--- src/rtl/reg_file_mp_pkg.sv ---
// ---------------------------------------------------------------------------
// rf_pkg -- shared constants and helpers for the multi-port register file.
//
// Contents:
//   DEF_DATA_WIDTH / DEF_ADDR_WIDTH : default register width and address width
//   DEF_NUM_RD / DEF_NUM_WR         : default port counts
//   MAX_RD / MAX_WR                 : supported upper limits on the port counts
//   slice_lo()                      : low bit of port k in a flat packed bus
// ---------------------------------------------------------------------------
package rf_pkg;

    localparam int DEF_DATA_WIDTH = 32;
    localparam int DEF_ADDR_WIDTH = 5;
    localparam int DEF_NUM_RD     = 2;
    localparam int DEF_NUM_WR     = 2;
    localparam int MAX_RD         = 4;
    localparam int MAX_WR         = 2;

    // Port k of a flat bus of w-bit fields occupies [(k+1)*w-1 : k*w].
    function automatic int slice_lo(input int k, input int w);
        return k * w;
    endfunction

endpackage

--- src/rtl/reg_file_mp_if.sv ---
// ---------------------------------------------------------------------------
// reg_file_mp_if -- bus bundle between issue/writeback logic and the
// multi-port register file.
//
// Signals (flat packing, port k in slice k):
//   Rd_Addr     : read addresses           (master -> slave)
//   Rd_Data     : read data                (slave  -> master)
//   Rd_Busy     : busy flag per read port  (slave  -> master)
//   Wr_En       : write enable per port    (master -> slave)
//   Wr_Addr     : write addresses          (master -> slave)
//   Wr_Data     : write data               (master -> slave)
//   Iss_En      : mark Iss_Addr busy       (master -> slave)
//   Iss_Addr    : register to mark busy    (master -> slave)
//   Wr_Conflict : registered conflict pulse(slave  -> master)
// Modports: master (datapath side), slave (register file side).
// ---------------------------------------------------------------------------
interface reg_file_mp_if
    import rf_pkg::*;
#(
    parameter int DATA_WIDTH = DEF_DATA_WIDTH,
    parameter int ADDR_WIDTH = DEF_ADDR_WIDTH,
    parameter int NUM_RD     = DEF_NUM_RD,
    parameter int NUM_WR     = DEF_NUM_WR
);
    logic [NUM_RD*ADDR_WIDTH-1:0] Rd_Addr;
    logic [NUM_RD*DATA_WIDTH-1:0] Rd_Data;
    logic [NUM_RD-1:0]            Rd_Busy;
    logic [NUM_WR-1:0]            Wr_En;
    logic [NUM_WR*ADDR_WIDTH-1:0] Wr_Addr;
    logic [NUM_WR*DATA_WIDTH-1:0] Wr_Data;
    logic                         Iss_En;
    logic [ADDR_WIDTH-1:0]        Iss_Addr;
    logic                         Wr_Conflict;

    modport master (
        output Rd_Addr, Wr_En, Wr_Addr, Wr_Data, Iss_En, Iss_Addr,
        input  Rd_Data, Rd_Busy, Wr_Conflict
    );

    modport slave (
        input  Rd_Addr, Wr_En, Wr_Addr, Wr_Data, Iss_En, Iss_Addr,
        output Rd_Data, Rd_Busy, Wr_Conflict
    );
endinterface

--- src/rtl/reg_file_mp_scoreboard.sv ---
// ---------------------------------------------------------------------------
// rf_scoreboard -- one busy bit per register, tracking issued producers
// whose writeback has not happened yet.
//
// Ports:
//   CLK, RST  : clock, synchronous active-high reset (clears all busy bits)
//   iss_en    : mark iss_addr busy on this edge
//   iss_addr  : register being marked busy
//   wr_en     : write enable per write port (a write clears busy)
//   wr_addr   : flat write addresses
//   rd_addr   : flat read addresses
//   rd_busy   : stored busy bit of each read port's register (no bypass)
//
// A set and a clear on the same register in one cycle leaves it busy: the
// issue belongs to a newer producer than the one writing back now.
// ---------------------------------------------------------------------------
module rf_scoreboard
    import rf_pkg::*;
#(
    parameter int ADDR_WIDTH = DEF_ADDR_WIDTH,
    parameter int NUM_RD     = DEF_NUM_RD,
    parameter int NUM_WR     = DEF_NUM_WR,
    parameter int ZERO_REG   = 1
) (
    input  logic                         CLK,
    input  logic                         RST,
    input  logic                         iss_en,
    input  logic [ADDR_WIDTH-1:0]        iss_addr,
    input  logic [NUM_WR-1:0]            wr_en,
    input  logic [NUM_WR*ADDR_WIDTH-1:0] wr_addr,
    input  logic [NUM_RD*ADDR_WIDTH-1:0] rd_addr,
    output logic [NUM_RD-1:0]            rd_busy
);
    localparam int DEPTH = 1 << ADDR_WIDTH;

    logic [DEPTH-1:0] busy_reg;
    logic [DEPTH-1:0] set_hit;
    logic [DEPTH-1:0] clr_hit;

    genvar gi;

    generate
        for (gi = 0; gi < DEPTH; gi++) begin : g_busy
            always_comb begin
                set_hit[gi] = iss_en && (iss_addr == ADDR_WIDTH'(gi));
                clr_hit[gi] = 1'b0;
                for (int j = 0; j < NUM_WR; j++) begin
                    if (wr_en[j] && (wr_addr[slice_lo(j, ADDR_WIDTH) +: ADDR_WIDTH] == ADDR_WIDTH'(gi)))
                        clr_hit[gi] = 1'b1;
                end
            end

            if ((ZERO_REG != 0) && (gi == 0)) begin : g_zero
                // Hardwired zero register never has a pending producer.
                always_ff @(posedge CLK) begin
                    busy_reg[gi] <= 1'b0;
                end
            end else begin : g_norm
                always_ff @(posedge CLK) begin
                    if (RST)
                        busy_reg[gi] <= 1'b0;
                    else if (set_hit[gi])
                        busy_reg[gi] <= 1'b1;
                    else if (clr_hit[gi])
                        busy_reg[gi] <= 1'b0;
                end
            end
        end

        for (gi = 0; gi < NUM_RD; gi++) begin : g_rd
            assign rd_busy[gi] = busy_reg[rd_addr[slice_lo(gi, ADDR_WIDTH) +: ADDR_WIDTH]];
        end
    endgenerate

endmodule

--- src/rtl/reg_file_mp.sv ---
// ---------------------------------------------------------------------------
// reg_file_mp -- parametrised multi-port register file with busy scoreboard.
//
// Ports:
//   CLK : clock, all state changes on the rising edge
//   RST : synchronous active-high reset (registers, busy bits, Wr_Conflict)
//   rf  : reg_file_mp_if.slave bundle (read ports, write ports, issue port,
//         Wr_Conflict pulse)
//
// Reads are combinational. Simultaneous writes to the same register resolve
// to the highest port index, and Wr_Conflict pulses for one cycle afterwards.
// With ZERO_REG=1 register 0 reads 0, drops writes and is never busy.
//
// Optional: define RF_BYPASS_EN to forward same-cycle write data to reads
// (highest matching write port wins, forwarded reads report not-busy).
// ---------------------------------------------------------------------------
module reg_file_mp
    import rf_pkg::*;
#(
    parameter int DATA_WIDTH = DEF_DATA_WIDTH,
    parameter int ADDR_WIDTH = DEF_ADDR_WIDTH,
    parameter int NUM_RD     = DEF_NUM_RD,
    parameter int NUM_WR     = DEF_NUM_WR,
    parameter int ZERO_REG   = 1
) (
    input  logic         CLK,
    input  logic         RST,
    reg_file_mp_if.slave rf
);
    localparam int DEPTH = 1 << ADDR_WIDTH;

    logic [DATA_WIDTH-1:0] mem_reg [DEPTH];

    logic [ADDR_WIDTH-1:0] rd_addr  [NUM_RD];
    logic [ADDR_WIDTH-1:0] wr_addr  [NUM_WR];
    logic [DATA_WIDTH-1:0] wr_data  [NUM_WR];
    logic [NUM_WR-1:0]     wr_en;
    logic [NUM_WR-1:0]     wr_keep;

    logic [DEPTH-1:0]      reg_hit;
    logic [DATA_WIDTH-1:0] reg_wdata [DEPTH];

    logic                  conflict_reg;
    logic                  conflict_next;

    logic [DATA_WIDTH-1:0] rd_data_next [NUM_RD];
    logic [NUM_RD-1:0]     rd_fwd;
    logic [NUM_RD-1:0]     sb_busy;
    logic [NUM_RD*DATA_WIDTH-1:0] rd_data_flat;

    genvar gi;

    // ---------------- unpack the flat buses ----------------
    assign wr_en = rf.Wr_En;

    generate
        for (gi = 0; gi < NUM_RD; gi++) begin : g_rd_unpack
            assign rd_addr[gi] = rf.Rd_Addr[slice_lo(gi, ADDR_WIDTH) +: ADDR_WIDTH];
        end

        for (gi = 0; gi < NUM_WR; gi++) begin : g_wr_unpack
            assign wr_addr[gi] = rf.Wr_Addr[slice_lo(gi, ADDR_WIDTH) +: ADDR_WIDTH];
            assign wr_data[gi] = rf.Wr_Data[slice_lo(gi, DATA_WIDTH) +: DATA_WIDTH];
            // Writes aimed at the hardwired zero register are discarded here,
            // so neither storage nor conflict detection ever sees them.
            assign wr_keep[gi] = wr_en[gi] &&
                                 !((ZERO_REG != 0) && (wr_addr[gi] == '0));
        end
    endgenerate

    // ---------------- storage ----------------
    generate
        for (gi = 0; gi < DEPTH; gi++) begin : g_reg
            // Later ports overwrite earlier ones, so the highest index wins.
            always_comb begin
                reg_hit[gi]   = 1'b0;
                reg_wdata[gi] = '0;
                for (int j = 0; j < NUM_WR; j++) begin
                    if (wr_keep[j] && (wr_addr[j] == ADDR_WIDTH'(gi))) begin
                        reg_hit[gi]   = 1'b1;
                        reg_wdata[gi] = wr_data[j];
                    end
                end
            end

            always_ff @(posedge CLK) begin
                if (RST)
                    mem_reg[gi] <= '0;
                else if (reg_hit[gi])
                    mem_reg[gi] <= reg_wdata[gi];
            end
        end
    endgenerate

    // ---------------- write conflict detection ----------------
    always_comb begin
        conflict_next = 1'b0;
        for (int i = 0; i < NUM_WR; i++) begin
            for (int j = i + 1; j < NUM_WR; j++) begin
                if (wr_keep[i] && wr_keep[j] && (wr_addr[i] == wr_addr[j]))
                    conflict_next = 1'b1;
            end
        end
    end

    always_ff @(posedge CLK) begin
        if (RST)
            conflict_reg <= 1'b0;
        else
            conflict_reg <= conflict_next;
    end

    assign rf.Wr_Conflict = conflict_reg;

    // ---------------- scoreboard ----------------
    rf_scoreboard #(
        .ADDR_WIDTH (ADDR_WIDTH),
        .NUM_RD     (NUM_RD),
        .NUM_WR     (NUM_WR),
        .ZERO_REG   (ZERO_REG)
    ) u_scoreboard (
        .CLK      (CLK),
        .RST      (RST),
        .iss_en   (rf.Iss_En),
        .iss_addr (rf.Iss_Addr),
        .wr_en    (rf.Wr_En),
        .wr_addr  (rf.Wr_Addr),
        .rd_addr  (rf.Rd_Addr),
        .rd_busy  (sb_busy)
    );

    // ---------------- read ports ----------------
    generate
        for (gi = 0; gi < NUM_RD; gi++) begin : g_read
            always_comb begin
                rd_data_next[gi] = mem_reg[rd_addr[gi]];
                rd_fwd[gi]       = 1'b0;
`ifdef RF_BYPASS_EN
                for (int j = 0; j < NUM_WR; j++) begin
                    if (wr_en[j] && (wr_addr[j] == rd_addr[gi])) begin
                        rd_data_next[gi] = wr_data[j];
                        rd_fwd[gi]       = 1'b1;
                    end
                end
`endif
                // Zero register overrides any forwarded value.
                if ((ZERO_REG != 0) && (rd_addr[gi] == '0))
                    rd_data_next[gi] = '0;
            end

            assign rf.Rd_Busy[gi] = sb_busy[gi] & ~rd_fwd[gi];
        end
    endgenerate

    always_comb begin
        rd_data_flat = '0;
        for (int k = 0; k < NUM_RD; k++)
            rd_data_flat[k*DATA_WIDTH +: DATA_WIDTH] = rd_data_next[k];
    end

    assign rf.Rd_Data = rd_data_flat;

endmodule

--- src/flat_wrapper.sv ---
// flat-port wrapper written by rule: the top's interface ports become plain ports
module reg_file_mp_flat import rf_pkg::*;
#(
    parameter int DATA_WIDTH = DEF_DATA_WIDTH,
    parameter int ADDR_WIDTH = DEF_ADDR_WIDTH,
    parameter int NUM_RD     = DEF_NUM_RD,
    parameter int NUM_WR     = DEF_NUM_WR,
    parameter int ZERO_REG   = 1
)
  (CLK, RST, rf_Rd_Addr, rf_Wr_En, rf_Wr_Addr, rf_Wr_Data, rf_Iss_En, rf_Iss_Addr, rf_Rd_Data, rf_Rd_Busy, rf_Wr_Conflict);
  reg_file_mp_if #(.DATA_WIDTH(DATA_WIDTH), .ADDR_WIDTH(ADDR_WIDTH), .NUM_RD(NUM_RD), .NUM_WR(NUM_WR)) rf_i ();
  input  logic CLK;
  input  logic RST;
  input wire logic [$bits(rf_i.Rd_Addr)-1:0] rf_Rd_Addr;
  input wire logic [$bits(rf_i.Wr_En)-1:0] rf_Wr_En;
  input wire logic [$bits(rf_i.Wr_Addr)-1:0] rf_Wr_Addr;
  input wire logic [$bits(rf_i.Wr_Data)-1:0] rf_Wr_Data;
  input wire logic [$bits(rf_i.Iss_En)-1:0] rf_Iss_En;
  input wire logic [$bits(rf_i.Iss_Addr)-1:0] rf_Iss_Addr;
  output wire logic [$bits(rf_i.Rd_Data)-1:0] rf_Rd_Data;
  output wire logic [$bits(rf_i.Rd_Busy)-1:0] rf_Rd_Busy;
  output wire logic [$bits(rf_i.Wr_Conflict)-1:0] rf_Wr_Conflict;
  assign rf_i.Rd_Addr = rf_Rd_Addr;
  assign rf_i.Wr_En = rf_Wr_En;
  assign rf_i.Wr_Addr = rf_Wr_Addr;
  assign rf_i.Wr_Data = rf_Wr_Data;
  assign rf_i.Iss_En = rf_Iss_En;
  assign rf_i.Iss_Addr = rf_Iss_Addr;
  assign rf_Rd_Data = rf_i.Rd_Data;
  assign rf_Rd_Busy = rf_i.Rd_Busy;
  assign rf_Wr_Conflict = rf_i.Wr_Conflict;
  reg_file_mp #(.DATA_WIDTH(DATA_WIDTH), .ADDR_WIDTH(ADDR_WIDTH), .NUM_RD(NUM_RD), .NUM_WR(NUM_WR), .ZERO_REG(ZERO_REG)) u_core (.CLK(CLK), .RST(RST), .rf(rf_i));
endmodule
--- config.mk ---
export PLATFORM = sky130hd
export DESIGN_NAME = reg_file_mp_flat
export DESIGN_NICKNAME = d
export VERILOG_FILES = /design/src/rtl/reg_file_mp_pkg.sv /design/src/rtl/reg_file_mp_if.sv /design/src/rtl/reg_file_mp_scoreboard.sv /design/src/rtl/reg_file_mp.sv /design/src/flat_wrapper.sv
export SDC_FILE = /design/constraint.sdc
export NUM_CORES = 2
export LEC_CHECK = 0
export BUFFER_PORTS_ARGS = -buffer_cell sky130_fd_sc_hd__buf_4
export CORE_ASPECT_RATIO = 0.5
export CORE_UTILIZATION = 25
export CTS_BUF_LIST = sky130_fd_sc_hd__clkbuf_8
export DETAILED_ROUTE_END_ITERATION = 10
export PLACE_DENSITY = 0.38
export SETUP_SLACK_MARGIN = 0.1
export SLEW_MARGIN = 0
export SYNTH_ARGS = -nofsm -noshare
export SYNTH_HDL_FRONTEND = slang
export SYNTH_SLANG_ARGS = --single-unit
--- constraint.sdc ---
create_clock -name CLK -period 5.3 [get_ports CLK]
set_input_delay 1.59 -clock CLK [delete_from_list [all_inputs] [get_ports CLK]]
set_output_delay 1.59 -clock CLK [all_outputs]
set_load 0.05 [all_outputs]
======== Yosys cells after proc, flatten, opt, wreduce, memory -nomap -nowiden ========
Memory sizes are Yosys's and may differ from the RTL's.
Index checks and enable logic that the tools add are counted.
storage, ports and cells
  register bits ........................... 32
  bits in writable memories ............... 1024
  input bits .............................. 94
  output and inout bits ................... 67
  word-level logic and storage cells ...... 748
  memories kept ........................... 1
operators by class
  magnitude comparators ................... 2
  equality and inequality tests ........... 94
  multiplexer cells ....................... 389
  bitwise logic cells ..................... 32
  reductions and logical operators ........ 198
memory list
  memory          words  bits a word  read ports  clocked after memory_dff  wr ports  line               RTL
  u_core.mem_reg  32     32           2           0                         32        reg_file_mp.sv:32  logic [DATA_WIDTH-1:0] mem_reg [DEPTH];
operators with widths
  kind                  number
  $mux W32              98
  $mux W1               289
  $eq A5 B5 Y1 const B  48
  $logic_and A1 B1 Y1   161
  $eq A5 B4 Y1 const B  24
  $reduce_bool A2 Y1    31
  $eq A5 B3 Y1 const B  12
  $or A1 B1 Y1          32
  $eq A5 B2 Y1 const B  6
  $logic_not A5 Y1      4
  $eq A5 B1 Y1 const B  3
  $lt A5 B6 Y1 const B  2
  $bmux W1 S5           2
  $eq A5 B5 Y1          1
  $logic_not A1 Y1      2

======== Logic depth before layout (Yosys ltp) ========
  word-level depth ........................ 10
  depth in mapped cells ................... 9
  mapped depth without buffers ............ 4

======== By module ========
From an unflattened synthesis, not the netlist that was laid out.
unflattened totals
  cell total of the unflattened synthesis .. 6301
  area, all modules ....................... 65445.3 sq um
modules (own cells, without submodules)
  module         times used  cells each  area an instance (sq um)  sequential area each (sq um)
  reg_file_mp    1           6047        63261.9                   30769.5
  rf_scoreboard  1           254         2183.3                    620.6

======== Worst setup path after synthesis ========
No wires, ideal clock.
  path kind ............................... in2out
  start ................................... input port rf_Rd_Addr[0]
  end ..................................... output port rf_Rd_Data[11]
  arrival ................................. 4107 ps
  data required time ...................... 3710 ps
  path slack .............................. -397 ps
  stages on the path ...................... 8
  buffers on the path ..................... 5
  cells stage by stage .................... buf_2 buf_4 inv_1 buf_4 buf_2 clkbuf_1 o2111ai_1 a311oi_1
on the way
  word-level cells in the longest chain between the ends .. 2
  elaborated cells on any way between the ends .. 3
RTL lines
  element                                              line                RTL
  start, declared                                      flat_wrapper.sv:14  input wire logic [$bits(rf_i.Rd_Addr)-1:0] rf_Rd_Addr;
  $mem_v2 Z32 W32 or $logic_not A5 Y1 (tied branches)  --
  $mux W32 *                                           reg_file_mp.sv:147  if ((ZERO_REG != 0) && (rd_addr[gi] == '0))
  end, declared                                        flat_wrapper.sv:20  output wire logic [$bits(rf_i.Rd_Data)-1:0] rf_Rd_Data;
Every way passes the cells marked *; elsewhere a longest branch is shown, timed or not.

======== Final worst setup path ========
  start ................................... input port rf_Rd_Addr[0]
  end ..................................... output port rf_Rd_Data[29]
The elaborated chain is that of the path after synthesis.

==> reports/summary.md <==
The run finished with clean final reports. The tools report the CTS sink count as 1056. The worst hold path belongs to the class flip-flop to flip-flop. The kind of end point of the critical path is a primary output.

CTS built an H-tree with a depth of 4. Of all nets on the critical path, the largest fanout is 6. The run gives 255000 sq um as the area of the core.

The synthesized area divided by synthesized cell count came out at 10.4 sq um. The fraction of registers with async set or reset after synthesis was 0; the number of unique standard cell types used by synthesis was 58. For the number of iterations in the first detailed-routing pass, the log shows 7. The worst register-to-register path ends at u_core.u_scoreboard.busy_reg[7].

The floorplan has 131 rows. Setup violations remaining at the end of the flow were counted as 0. The run gives 64200 sq um as the summed instance area of the synthesized netlist. The finished layout holds 10000 standard cells, fillers aside.

Summed over all cells, the static leakage comes to 28.3 nW. All-layer global routing usage: 0.266. Startpoint of the worst register-to-register path: u_core.u_scoreboard.busy_reg[7]. The run gives 199 as the number of CTS-inserted buffers. The run gives 0 as the count of final hold-check violations. Launch instance of the worst min-delay path: u_core.u_scoreboard.busy_reg[24]. STA puts the critical path data required time at 3.71 ns. The setup clock skew after layout was 0 ns.

The register area share after synthesis is 0.489, and the number of global-route vias before repair is 53800. Clock transition at the register clock pins on the worst setup and hold paths after CTS: 0.06 ns. The tools report the number of violations reported at the end of detailed-routing iteration 0 as 8347. Once placement completed, the tool counted placed cells totaling 9628. The tools report the area of the die as 259000 sq um. The worst setup path is launched from an input port. The summed negative setup slack over all endpoints is 0 ns.

Compared with the post-synthesis result, the final layout area differs by 23.0%. The final critical path time including I/O delays and setup works out to 5.25 ns. The DRC violation count after routing is 0, and the net total in the final layout is 6598.

161 I/O pins were placed. The logs give 3.66 ns for the critical path arrival and 0 for the synthesis warning total. For the largest net degree at the start of global routing, the log shows 73. The worst slew slack as a fraction of its limit came out at 0.235.

Setup repair after global routing could not meet its margin everywhere. The first-pass GRT wire length was 479 mm; the peak supply drop was 0.178 mV. Ratio of final minimum period to clock period: 0.991.

Total of flip-flops plus latches after synthesis: 1056. Once layout is done, the placed cells without fillers occupy 79000 sq um. The die is 360 um tall. Top-area cell type share of the netlist area: 0.479. For the pin with the worst max-slew slack, the measured transition is 1.15 ns. Counting cells, the worst reg-to-reg path comes to 3. Routability-driven placement finished with a final weighted congestion of 0.898.

Once detail routing completed, the nets flagged for antenna violations numbered 0. The total overflow left after global routing is 0. The initial antenna violation count is 29, and the worst-case register-to-register setup slack is 4.55 ns.

In the post-synthesis netlist, the biggest area contributors are sky130_fd_sc_hd__edfxtp_1 (48%), sky130_fd_sc_hd__mux4_2 (16%), sky130_fd_sc_hd__nand2_1 (12%). Synthesis handed over a netlist of 6178 instances. Counting flops with a built-in enable in the synthesized netlist gives 1024. The maximum achievable frequency was 190 MHz; the mean number of vias per cell was 5.62. The overall routed net length was 357 mm; the areal power density over the cells was 281 nW/um^2. The most used flip-flop cell after synthesis is sky130_fd_sc_hd__edfxtp_1.

The initial core utilization is 0.252. The root buffer cell chosen for the clock tree is sky130_fd_sc_hd__clkbuf_8. The tool flagged a number of max-cap violations equal to 0.

The largest single stage delay on the critical path is 0.81 ns. For the total placed instance area, the log shows 73600 sq um. The hold path endpoint was u_core.u_scoreboard.busy_reg[24]. The critical path is of the input port to primary output type. Summed over all instances, the cell type with the most area after synthesis is sky130_fd_sc_hd__edfxtp_1. The half-perimeter wire length after placement is 219 mm. The critical path goes through buf_8 > mux4_2 > nor2b_1 > a211oi_1 > a311oi_4 > buf_6. The ratio of cells with drive above 1 in the final layout works out to 0.270. The insertion delay to the later sink of the worst-skew pair came out at 0.95 ns.

The number of port buffers works out to 160. The register with the most flip-flops in the layout has 1024 of them. Critical path's slowest cell: sky130_fd_sc_hd__a211oi_1. The tools report the detailed-route via count as 56500.

Routed wirelength normalized by instance count: 35.5 um. TritonCTS built the clock tree. Die outline width: 719 um.

The final-report max-slew violation count was 0; the number of buffers between clock root and the deepest sink was 4. After clock tree synthesis, the flow added hold-fix buffers numbering 0. Counting instances, the worst hold path has a depth of 2.
-- worst max path at each step --
stage	start	slack, ns	endpoint
after floorplan	rf_Rd_Addr[0]	0.12	rf_Rd_Data[11]
after global placement	rf_Rd_Addr[5]	-0.30	rf_Rd_Data[46]
after detailed placement	rf_Rd_Addr[5]	-0.27	rf_Rd_Data[46]
after CTS	rf_Rd_Addr[7]	0.05	rf_Rd_Data[35]
after global routing	rf_Rd_Addr[1]	0.07	rf_Rd_Data[7]
final	rf_Rd_Addr[0]	0.05	rf_Rd_Data[29]
-- power by group --
group	internal (mW)	switching (mW)	leakage, nW
registers	9.69	0.314	10.1
clock network	3.62	4.03	1.94
logic	1.77	2.81	16.3
-- layer usage --
| metal | wire length [um] | up-vias | track usage |
|---|---|---|---|
| met5 | 108 | - | 0 |
| met4 | 11200 | 16 | 0.0864 |
| met3 | 41500 | 543 | 0.0795 |
| met2 | 154000 | 3440 | 0.395 |
| met1 | 150000 | 29200 | 0.369 |
| li1 | - | 23200 | - |
-- synth_stat cells (33+ instances only) --
cell / n
sky130_fd_sc_hd__nand2_1: 2057
sky130_fd_sc_hd__edfxtp_1: 1024
sky130_fd_sc_hd__a21oi_1: 996
sky130_fd_sc_hd__clkbuf_1: 495
sky130_fd_sc_hd__mux4_2: 466
sky130_fd_sc_hd__mux2i_1: 194
sky130_fd_sc_hd__buf_2: 99
sky130_fd_sc_hd__buf_1: 98
sky130_fd_sc_hd__o21ai_0: 93
sky130_fd_sc_hd__a22oi_1: 65
sky130_fd_sc_hd__nor2_1: 51
sky130_fd_sc_hd__a221oi_1: 48
sky130_fd_sc_hd__nor2b_1: 43
sky130_fd_sc_hd__nand2b_1: 35
sky130_fd_sc_hd__mux2_2: 34
sky130_fd_sc_hd__o22ai_1: 33
-- cells in the final DEF (no fill, tap or decap), types with 20 or more instances in the layout --
| cell | n |
|---|---|
| sky130_fd_sc_hd__nand2_1 | 2026 |
| sky130_fd_sc_hd__edfxtp_1 | 1024 |
| sky130_fd_sc_hd__a21oi_1 | 996 |
| sky130_fd_sc_hd__buf_4 | 585 |
| sky130_fd_sc_hd__mux4_2 | 466 |
| sky130_fd_sc_hd__clkbuf_8 | 204 |
| sky130_fd_sc_hd__mux2i_1 | 191 |
| sky130_fd_sc_hd__buf_12 | 111 |
| sky130_fd_sc_hd__inv_1 | 80 |
| sky130_fd_sc_hd__buf_6 | 74 |
| sky130_fd_sc_hd__o21ai_0 | 56 |
| sky130_fd_sc_hd__a22oi_1 | 53 |
| sky130_fd_sc_hd__clkinv_1 | 52 |
| sky130_fd_sc_hd__a221oi_1 | 45 |
| sky130_fd_sc_hd__nor2b_1 | 38 |
| sky130_fd_sc_hd__o21ai_1 | 36 |
| sky130_fd_sc_hd__nor2_4 | 34 |
| sky130_fd_sc_hd__o22ai_1 | 33 |
| sky130_fd_sc_hd__mux2_2 | 32 |
| sky130_fd_sc_hd__conb_1 | 32 |
| sky130_fd_sc_hd__dfxtp_1 | 32 |
| sky130_fd_sc_hd__or2_2 | 31 |
| sky130_fd_sc_hd__nand2_2 | 31 |
| sky130_fd_sc_hd__a221o_1 | 29 |
| sky130_fd_sc_hd__nand2b_2 | 26 |
| sky130_fd_sc_hd__buf_16 | 26 |
| sky130_fd_sc_hd__a311oi_2 | 22 |
| sky130_fd_sc_hd__clkinv_2 | 22 |
| sky130_fd_sc_hd__a31oi_4 | 20 |
| sky130_fd_sc_hd__nor2_1 | 20 |
-- through the flow --
stage          hold slack, ns  setup WS [ns]  utilization  power (mW)
2_1_floorplan           0.439          0.120            -        12.2
3_3_place_gp            0.462         -0.303        0.288        14.4
3_5_place_dp            0.460         -0.275        0.288        14.4
4_1_cts                 0.469         0.0456        0.307        22.1
5_1_grt                 0.501         0.0661        0.310        22.8
6_report                0.472         0.0480        0.310        22.2
-- cell type report --
| type | count | area, sq um |
|---|---|---|
| antenna | 17 | 42.5 |
| clock buffer | 204 | 2810 |
| tap | 3391 | 4240 |
| inverter | 31 | 121 |
| clock inverter | 130 | 581 |
| timing repair buffer | 811 | 8530 |
| sequential | 1056 | 31400 |
| fill | 25700 | 176000 |
| multi-input combinational | 4405 | 31300 |
-- worst max-delay path, delay by kind of cell --
family                 cells  cell delay, ns
AO/OA/AOI/OAI              2            0.98
buffers and inverters      2            0.40
multiplexers               1            0.51
AND/OR/NAND/NOR            1            0.15
-- kinds of logic (layout without fill, tap and decap cells) --
group / count (synthesis) / count (layout) / synth area share
AO/OA/AOI/OAI: 1398 / 1398 / 0.123
XOR/XNOR: 3 / 3 / 0.000409
buffers and inverters: 749 / 1176 / 0.0475
flip-flops: 1056 / 1056 / 0.489
multiplexers: 694 / 694 / 0.200
other: 1 / 49 / 0.0000584
AND/OR/NAND/NOR: 2277 / 2278 / 0.141
-- what timing repair did --
item / CTS / global route
gates cloned: 12 / 5
resized for setup: 153 / 86
pin swaps: 8 / 10
setup endpoints to repair: 66 / 55
buffers inserted: 25 / 24
Power figures use the tool's default switching activity.
